===== config.mk =====
export PLATFORM = sky130hd
export DESIGN_NAME = param_adder_tree
export DESIGN_NICKNAME = d
export VERILOG_FILES = /design/src/rtl/adder_pkg.sv /design/src/rtl/adder_tree_level.sv /design/src/rtl/param_adder_tree.sv
export SDC_FILE = /design/constraint.sdc
export NUM_CORES = 1
export LEC_CHECK = 0
export ABC_AREA = 1
export ABC_CLOCK_PERIOD_IN_PS = 4700
export CORE_UTILIZATION = 35
export CTS_BUF_LIST = sky130_fd_sc_hd__clkbuf_4
export DETAILED_ROUTE_END_ITERATION = 7
export GPL_TIMING_DRIVEN = 1
export MAX_ROUTING_LAYER = met4
export PLACE_DENSITY = 0.65
export SKIP_LAST_GASP = 1
export SYNTH_ARGS = -nofsm -noshare
export SYNTH_HDL_FRONTEND = slang
export SYNTH_SLANG_ARGS = --single-unit

===== constraint.sdc =====
create_clock -name clk -period 4.7 [get_ports clk]
set_input_delay 0.705 -clock clk [delete_from_list [all_inputs] [get_ports clk]]
set_output_delay 0.705 -clock clk [all_outputs]
set_load 0.05 [all_outputs]

===== src/rtl/adder_pkg.sv =====
// -----------------------------------------------------------------------------
// adder_pkg
//   Shared helpers for the parameterised adder tree.
//   - clog2      : ceiling log2 as a constant function (clog2(1) = 0)
//   - count_at   : number of operands entering tree level 'lvl' for n channels
//   - DEF_LEVELS / DEF_SUM_W : derived widths for the default 4 x 4-bit config
//   Module instances derive their own LEVELS/SUM_W from their parameters using
//   the same functions; the DEF_* constants serve users of the default shape.
// -----------------------------------------------------------------------------
package adder_pkg;

    function automatic int clog2(input int n);
        int r;
        int v;
        r = 0;
        v = 1;
        while (v < n) begin
            v = v * 2;
            r = r + 1;
        end
        return r;
    endfunction

    // Operands entering level 'lvl': ceil(n / 2^lvl). Each level halves the
    // count, rounding up because an odd leftover is passed through.
    function automatic int count_at(input int n, input int lvl);
        return (n + (1 << lvl) - 1) >> lvl;
    endfunction

    localparam int DEF_N_CH   = 4;
    localparam int DEF_WIDTH  = 4;
    localparam int DEF_LEVELS = clog2(DEF_N_CH);
    localparam int DEF_SUM_W  = DEF_WIDTH + DEF_LEVELS;

endpackage : adder_pkg


===== src/rtl/adder_tree_level.sv =====
// -----------------------------------------------------------------------------
// adder_tree_level
//   One registered reduction level of the adder tree. Operand pairs
//   (2i, 2i+1) are added into a result one bit wider; an odd leftover operand
//   is zero-extended and registered unchanged.
//
// Ports:
//   clk      in   clock, rising edge
//   rst      in   synchronous active-high reset, clears every register
//   valid_i  in   data_i carries a sample this cycle
//   tag_i    in   sideband bit travelling with the sample
//   data_i   in   IN_CNT operands of IN_W bits, operand k at [k*IN_W +: IN_W]
//   valid_o  out  registered valid
//   tag_o    out  registered tag (forced low on bubbles)
//   data_o   out  OUT_CNT results of IN_W+1 bits
// -----------------------------------------------------------------------------
module adder_tree_level #(
    parameter  int IN_CNT  = 4,
    parameter  int IN_W    = 4,
    localparam int OUT_CNT = (IN_CNT + 1) / 2,
    localparam int OUT_W   = IN_W + 1
) (
    input  logic                     clk,
    input  logic                     rst,
    input  logic                     valid_i,
    input  logic                     tag_i,
    input  logic [IN_CNT*IN_W-1:0]   data_i,
    output logic                     valid_o,
    output logic                     tag_o,
    output logic [OUT_CNT*OUT_W-1:0] data_o
);

    localparam int PAIRS = IN_CNT / 2;

    logic [OUT_CNT*OUT_W-1:0] data_d;
    logic [OUT_CNT*OUT_W-1:0] data_q;
    logic                     valid_q;
    logic                     tag_q;

    always_comb begin
        data_d = '0;
        for (int i = 0; i < PAIRS; i++) begin
            data_d[i*OUT_W +: OUT_W] = OUT_W'(data_i[(2*i)*IN_W +: IN_W])
                                     + OUT_W'(data_i[(2*i+1)*IN_W +: IN_W]);
        end
        // Odd operand count: the last operand has no partner and rides
        // through as if added to zero.
        if ((IN_CNT % 2) == 1) begin
            data_d[(OUT_CNT-1)*OUT_W +: OUT_W] = OUT_W'(data_i[(IN_CNT-1)*IN_W +: IN_W]);
        end
    end

    // Data only loads on valid so the output holds between samples and
    // whatever sits on data_i during a bubble never propagates.
    always_ff @(posedge clk) begin
        if (rst) begin
            valid_q <= 1'b0;
            tag_q   <= 1'b0;
            data_q  <= '0;
        end else begin
            valid_q <= valid_i;
            tag_q   <= valid_i & tag_i;
            if (valid_i) begin
                data_q <= data_d;
            end
        end
    end

    assign valid_o = valid_q;
    assign tag_o   = tag_q;
    assign data_o  = data_q;

endmodule : adder_tree_level


===== src/rtl/param_adder_tree.sv =====
// -----------------------------------------------------------------------------
// param_adder_tree
//   Streaming reduction: sums N_CH unsigned WIDTH-bit channels through a fully
//   pipelined binary adder tree (LEVELS registered levels, 1 sample/cycle),
//   then feeds an optional saturating running accumulator with a sticky
//   overflow flag. No backpressure.
//
// Ports:
//   clk        in   clock, rising edge
//   rst        in   synchronous active-high reset
//   in_valid   in   in_data holds a sample this cycle
//   in_data    in   N_CH channels, channel k at [k*WIDTH +: WIDTH]
//   in_acc_en  in   add this sample into the accumulator (travels with it)
//   acc_clr    in   clear the accumulator stage this cycle
//   sum_valid  out  sum holds a fresh result (LEVELS cycles after in_valid)
//   sum        out  exact channel sum, SUM_W bits; holds while sum_valid=0
//   acc_valid  out  acc updated this cycle
//   acc        out  saturating running total, ACC_W bits
//   acc_ovf    out  sticky saturation flag since last clear/reset
// -----------------------------------------------------------------------------
module param_adder_tree
    import adder_pkg::*;
#(
    parameter  int N_CH   = 4,
    parameter  int WIDTH  = 4,
    parameter  int ACC_W  = 16,
    localparam int LEVELS = clog2(N_CH),
    localparam int SUM_W  = WIDTH + LEVELS
) (
    input  logic                  clk,
    input  logic                  rst,
    input  logic                  in_valid,
    input  logic [N_CH*WIDTH-1:0] in_data,
    input  logic                  in_acc_en,
    input  logic                  acc_clr,
    output logic                  sum_valid,
    output logic [SUM_W-1:0]      sum,
    output logic                  acc_valid,
    output logic [ACC_W-1:0]      acc,
    output logic                  acc_ovf
);

    localparam logic [ACC_W-1:0] ACC_MAX = '1;

    // ------------------------------------------------------------------
    // Adder tree: level l reduces count_at(N_CH, l) operands of WIDTH+l
    // bits into half as many (rounded up) operands one bit wider.
    // ------------------------------------------------------------------
    for (genvar l = 0; l < LEVELS; l++) begin : g_lvl
        localparam int IN_CNT  = count_at(N_CH, l);
        localparam int IN_W    = WIDTH + l;
        localparam int OUT_CNT = (IN_CNT + 1) / 2;

        logic [IN_CNT*IN_W-1:0]       lvl_in;
        logic                         lvl_vin;
        logic                         lvl_tin;
        logic [OUT_CNT*(IN_W+1)-1:0]  lvl_out;
        logic                         lvl_vout;
        logic                         lvl_tout;

        if (l == 0) begin : g_first
            assign lvl_in  = in_data;
            assign lvl_vin = in_valid;
            assign lvl_tin = in_acc_en;
        end else begin : g_next
            assign lvl_in  = g_lvl[l-1].lvl_out;
            assign lvl_vin = g_lvl[l-1].lvl_vout;
            assign lvl_tin = g_lvl[l-1].lvl_tout;
        end

        adder_tree_level #(
            .IN_CNT (IN_CNT),
            .IN_W   (IN_W)
        ) u_level (
            .clk     (clk),
            .rst     (rst),
            .valid_i (lvl_vin),
            .tag_i   (lvl_tin),
            .data_i  (lvl_in),
            .valid_o (lvl_vout),
            .tag_o   (lvl_tout),
            .data_o  (lvl_out)
        );
    end

    // The last level has exactly one operand of SUM_W bits.
    logic             tree_valid;
    logic             tree_tag;
    logic [SUM_W-1:0] tree_sum;

    assign tree_valid = g_lvl[LEVELS-1].lvl_vout;
    assign tree_tag   = g_lvl[LEVELS-1].lvl_tout;
    assign tree_sum   = g_lvl[LEVELS-1].lvl_out;

    assign sum_valid = tree_valid;
    assign sum       = tree_sum;

    // ------------------------------------------------------------------
    // Accumulator stage, one register after the tree output.
    // ------------------------------------------------------------------
    logic [ACC_W-1:0] acc_d,       acc_q;
    logic             acc_ovf_d,   acc_ovf_q;
    logic             acc_valid_d, acc_valid_q;
    logic [ACC_W:0]   acc_sum;
    logic             add_now;

    // One extra bit catches the carry out that signals saturation.
    assign acc_sum = {1'b0, acc_q} + (ACC_W+1)'(tree_sum);
    assign add_now = tree_valid & tree_tag;

    always_comb begin
        acc_d       = acc_q;
        acc_ovf_d   = acc_ovf_q;
        acc_valid_d = 1'b0;
        if (acc_clr) begin
            // A clear coinciding with a tagged sum restarts the total from
            // that sum rather than dropping it.
            acc_ovf_d = 1'b0;
            if (add_now) begin
                acc_d       = ACC_W'(tree_sum);
                acc_valid_d = 1'b1;
            end else begin
                acc_d       = '0;
            end
        end else if (add_now) begin
            acc_valid_d = 1'b1;
            if (acc_sum[ACC_W]) begin
                acc_d     = ACC_MAX;
                acc_ovf_d = 1'b1;
            end else begin
                acc_d     = acc_sum[ACC_W-1:0];
            end
        end
    end

    always_ff @(posedge clk) begin
        if (rst) begin
            acc_q       <= '0;
            acc_ovf_q   <= 1'b0;
            acc_valid_q <= 1'b0;
        end else begin
            acc_q       <= acc_d;
            acc_ovf_q   <= acc_ovf_d;
            acc_valid_q <= acc_valid_d;
        end
    end

    assign acc       = acc_q;
    assign acc_ovf   = acc_ovf_q;
    assign acc_valid = acc_valid_q;

endmodule : param_adder_tree


# --- Yosys cells after proc, flatten, opt, wreduce, memory -nomap -nowiden ---
# Index checks and enable logic that the tools add are counted.
totals:
  regBits: 38
  wordCells: 24
op_classes:
  n_addsub: 4
  muxes: 5
  n_bitwise: 3
  n_reduce_logical: 3
op_table:
  columns: ["operator", "count"]
  rows:
  - ["16-bit 2-to-1 mux", 3]
  - ["16-bit by 6-bit adder with 17-bit output", 1]
  - ["4-bit by 4-bit adder with 5-bit output", 2]
  - ["5-bit by 5-bit adder with 6-bit output", 1]
  - ["6-bit 2-to-1 mux", 1]
  - ["1-bit AND", 3]
  - ["2-bit AND reduction", 1]
  - ["2-bit nonzero test", 1]
  - ["2-bit OR reduction", 1]
  - ["1-bit 2-to-1 mux", 1]

# --- Longest topological paths before layout ---
depth:
  word_depth: 4
  mapped_depth: 11
  depth_no_buf: 11

# --- Modules after synthesis ---
# A second synthesis with hierarchy kept.
unflattened:
  hier_cells: 379
  hier_area_um2: 2593.7
modules_own_cells:
  columns: ["mod", "instances", "cells_per_inst", "area_each_um2"]
  rows:
  - ["param_adder_tree", 1, 216, 1378.8]
  - ["adder_tree_level (g_lvl[0].u_level)", 1, 96, 735.7]
  - ["adder_tree_level (g_lvl[1].u_level)", 1, 67, 479.2]

# --- Worst setup path after synthesis ---
# No wires, ideal clock.
synth_timing:
  path_kind: "reg2reg"
  startpoint: "register g_lvl[1].u_level.data_q[0]"
  endpoint: "register acc_q[14], in the netlist acc[14]"
  setup_time_ns: 0.132
  arrival_time_ns: 1.980
  slack_ns: 2.588
  stages_incl_launch_ff: 12
  period_less_slack_ns: 2.112
  cell_sequence: "dfxtp_1 -> ha_1 -> fa_1 -> nand2_1 -> nand3_2 -> nand2_4 -> o21ai_0 -> nand2_1 -> nand2_1 -> nand3_1 -> nand2_1 -> a21oi_2"
synth_via:
  elab_chain_cells: 4
synth_rtl:
  columns: ["element", "line_no", "rtl"]
  rows:
  - ["start: declaration", "adder_tree_level.sv:36", "logic [OUT_CNT*OUT_W-1:0] data_q;"]
  - ["start signal: assignment", "adder_tree_level.sv:64", "data_q <= data_d;"]
  - ["16-bit by 6-bit adder with 17-bit output", "param_adder_tree.sv:108", "assign acc_sum = {1'b0, acc_q} + (ACC_W+1)'(tree_sum);"]
  - ["16-bit 2-to-1 mux", "param_adder_tree.sv:127", "if (acc_sum[ACC_W]) begin"]
  - ["16-bit 2-to-1 mux", "param_adder_tree.sv:125", "end else if (add_now) begin"]
  - ["16-bit 2-to-1 mux", "param_adder_tree.sv:115", "if (acc_clr) begin"]
  - ["end signal: assignment", "param_adder_tree.sv:138", "acc_q <= '0;"]
  - ["end signal: assignment", "param_adder_tree.sv:142", "acc_q <= acc_d;"]
  - ["end: declaration", "param_adder_tree.sv:101", "logic [ACC_W-1:0] acc_d, acc_q;"]
# No other way between the ends. The select of a mux whose other input is x is not followed.
# A chain may end at the register's enable or synchronous reset.

# --- Final worst setup path ---
layout_timing:
  startpoint: "register acc_q[9], in the netlist acc[9]"
  endpoint: "output port acc[9]"
layout_lines:
  columns: ["element", "line_no", "rtl"]
  rows:
  - ["end: declaration", "param_adder_tree.sv:39", "output logic [ACC_W-1:0] acc,"]
# No word-level cell between the ends.

==> results.py <==
metrics = {
    "power_and_ir_drop": {
        "internal_power_uw": 441,
        "sequentialPowerShare_pct": 55.3,
        "pwr-share-comb_pct": 20.0,
        "p_leak_uw": 0.00134,
        "power_frac_clock_pct": 24.6,
        "switching_share_pct": 29.4,
        "p_sw_uw": 183,
        "powerDensity_nw_per_um2": 209,
        "finalPower_uw": 625,
        "ir_drop_uv": 91.8,
    },
    "synth": {
        "yosysMostFrequentCell": "nand2_1",
        "netlist_area_sq_um": 2430,
        "syn-num-nets": 394,
        "ys_warn_count": 0,
        "ys_async_sr_fraction_pct": 0,
        "synth_common_cells": "nand2_1, inv_1, nor2_1",
        "ys_seq_area_share_pct": 31.4,
        "synth_top_area_share_pct": 31.4,
        "synth_edf_count": 0,
        "synth_ff_type": "dfxtp_1",
        "synth_area_leaders": "dfxtp_1, nand2_1, ha_1",
        "synth_cells": 350,
        "synth.largest_area_cell": "dfxtp_1",
        "synth.distinct_cells": 31,
        "ys_seq_elements": 38,
        "avgSynthCellArea_sq_um": 6.93,
    },
    "clocking": {
        "clk-insertion-delay-late_ns": 0.34,
        "clk_path_buf_depth": 2,
        "ctsResizeCount": 0,
        "cts_sinks": 38,
        "ctsHoldBuffers": 0,
        "htreeDepth": 2,
        "post-cts-setup-buffers": 0,
        "clkTransAtPathRegs_ns": 0.12,
        "root_buffer": "clkbuf_4",
        "tritoncts": "built",
        "cts_buffers": 5,
    },
    "floorplanning": {
        "die_h_microns": 85.3,
        "rows": 29,
        "start_util_pct": 37.1,
        "dieArea_sq_um": 7270,
        "ios": 46,
        "core_area_sq_um": 6530,
        "die_w_microns": 85.3,
    },
    "finish": {
        "drive_gt1_share_pct": 4.82,
        "nets": 439,
        "area_delta_synth_final_pct": 22.9,
        "final_util_pct": 45.7,
        "num_antenna_cells": 0,
    },
    "timing": {
        "fin_crit_sh_pct": 51.8,
        "tightest_slew_ns": 0.990,
        "tns_ns": 0,
        "final_max_slew_viol_count": 0,
        "post-route-min-period_ns": 2.44,
        "hold_viol": 0,
        "setup_ws_ns": 2.26,
        "fmax_ghz": 0.411,
        "setup_violations": 0,
        "skew_ns": 0.0147,
        "rsz0062_at_grt": "false",
        "relSlewSlack_pct": 33.8,
    },
    "grt": {
        "antenna_found_initial": 0,
        "grt_overflow": 0,
        "grtUsageTotal_pct": 18.1,
        "grt_first_pass_wirelength_mm": 10.3,
        "grt_pass1_vias": 2277,
        "grt_max_degree": 30,
    },
    "setup_path": {
        "path_max_fanout": 9,
        "worstPathArrival_ns": 1.73,
        "ff2ff_path_depth": 10,
        "critical-path-top-delay-family": "buffers and inverters",
        "r2r-start": "g_lvl[1].u_level.data_o[0]$_SDFFE_PP0P_",
        "reg2reg_slack_ns": 2.54,
        "critPathRequiredTime_ns": 3.99,
        "critPathCaptureType": "primary output",
        "r2r-end": "acc[3]$_SDFFE_PP0P_",
        "critPathKind": "reg -> out",
        "cpPeakStageDelay_ns": 0.86,
        "slowest_stage": "clkdlybuf4s50_1",
        "worstPathCellList": "clkdlybuf4s50_1",
        "critPathLaunchType": "register",
        "path_buf_inv": 1,
    },
    "routing": {
        "dr.first_iter.drc_count": 128,
        "drcViolationCount": 0,
        "postRouteAntennaNets": 0,
        "dr_total_vias": 2332,
        "avgRoutedWirePerCell_microns": 12.2,
        "via_per_inst": 4.95,
        "drt-total-wl_mm": 5.73,
        "dr.pass1.iters": 4,
    },
    "placement": {
        "pre_cts_slack_ns": 2.14,
        "io_buffers": 45,
        "place.gp.congestion": 0.780,
        "dp_hpwl_mm": 4.41,
    },
    "run_status": {
        "status": "completed",
    },
    "run": {
        "maxCapViolCount": 0,
    },
    "min_path": {
        "hp-class": "reg -> reg",
        "min_path_cells": 2,
        "min-delay-start": "g_lvl[0].u_level.tag_o$_SDFF_PP0_",
        "min_to": "g_lvl[1].u_level.tag_o$_SDFF_PP0_",
    },
}
==> worst max-delay path by stage <==
stage | start | endpoint | slack [ns] | cells past startpoint
6_report | acc[9]$_SDFFE_PP0P_ | acc[9] | 2.26 | 1
5_1_grt | acc[9]$_SDFFE_PP0P_ | acc[9] | 2.20 | 1
4_1_cts | acc[9]$_SDFFE_PP0P_ | acc[9] | 2.25 | 1
3_5_place_dp | acc_clr | acc[14]$_SDFFE_PP0P_ | 2.14 | 4
3_3_place_gp | acc_clr | acc[14]$_SDFFE_PP0P_ | 2.20 | 4
2_1_floorplan | g_lvl[1].u_level.data_o[0]$_SDFFE_PP0P_ | acc[14]$_SDFFE_PP0P_ | 2.59 | 11
==> logic make-up (layout without fill, tap and decap cells) <==
kind of cell	Yosys count	in the layout	synth area share, %
XOR/XNOR	10	10	3.61
buffers and inverters	61	105	9.85
AND/OR/NAND/NOR	151	151	26.7
adder cells (fa/ha/maj)	23	23	13.1
flip-flops	38	38	31.4
AO/OA/AOI/OAI	67	67	15.4
==> registers in the layout (all words and copies together) (netlist names) <==
register / count
acc: 16
acc_ovf: 1
acc_valid: 1
g_lvl.u_level.valid_o: 2
g_lvl.u_level.tag_o: 2
g_lvl.u_level.data_o: 16
==> metrics by stage <==
stage	hold WS (ns)	cells	area, sq um
floorplan	0.404	350	2430
global placement	0.408	465	2940
detailed placement	0.418	465	2940
CTS	0.433	471	2980
global route	0.462	471	2980
finish	0.434	471	2980
==> layer usage <==
layer | share of wire [%] | global-route usage [%]
met1 | 49 | 22.2
met2 | 46 | 30.1
met3 | 3.4 | 3.50
met4 | 1.7 | 5.76
met5 | 0 | -
==> cells in the final DEF (no fill, tap or decap) <==
master and n:
a21boi_0 1, a21o_1 2, a21oi_1 31, a21oi_2 2
buf_4 1, clkbuf_4 5, clkdlybuf4s50_1 45, clkinv_1 2
dfxtp_1 38, fa_1 4, ha_1 19, inv_1 51
inv_2 1, nand2_1 75, nand2_2 1, nand2_4 1
nand3_1 22, nand3_2 4, nand3b_1 2, nand4_1 3
nor2_1 41, nor2_2 1, nor3_1 1, o211ai_1 2
o21ai_0 24, o21ai_1 1, o21ai_2 1, o21ba_2 2
o221ai_1 1, xnor2_1 6, xor2_1 4
==> worst min-delay path, delay by kind of cell, from the launching register on <==
family           cells  cell delay [ns]
DFF                  1             0.32
and+or+nand+nor      2             0.09
==> final cells by class <==
cell class / count / area (sq um)
fillers: 685 / 3550
multi-input cells: 251 / 1430
flip-flops and latches: 38 / 761
repair buffers: 46 / 458
inverters: 53 / 199
well taps: 77 / 96.3
clock buffers: 5 / 37.5
clock inverters: 1 / 3.75
==> power groups by stage <==
| stage | Combinational, uW | Sequential [uW] | Clock [uW] |
|---|---|---|---|
| floorplan | 69.3 | 363 | 0 |
| global placement | 123 | 352 | 0 |
| detailed placement | 126 | 353 | 0 |
| CTS | 127 | 346 | 161 |
| global route | 143 | 347 | 170 |
| finish | 125 | 346 | 154 |
Note: power is estimated with default switching activity, not from simulation.
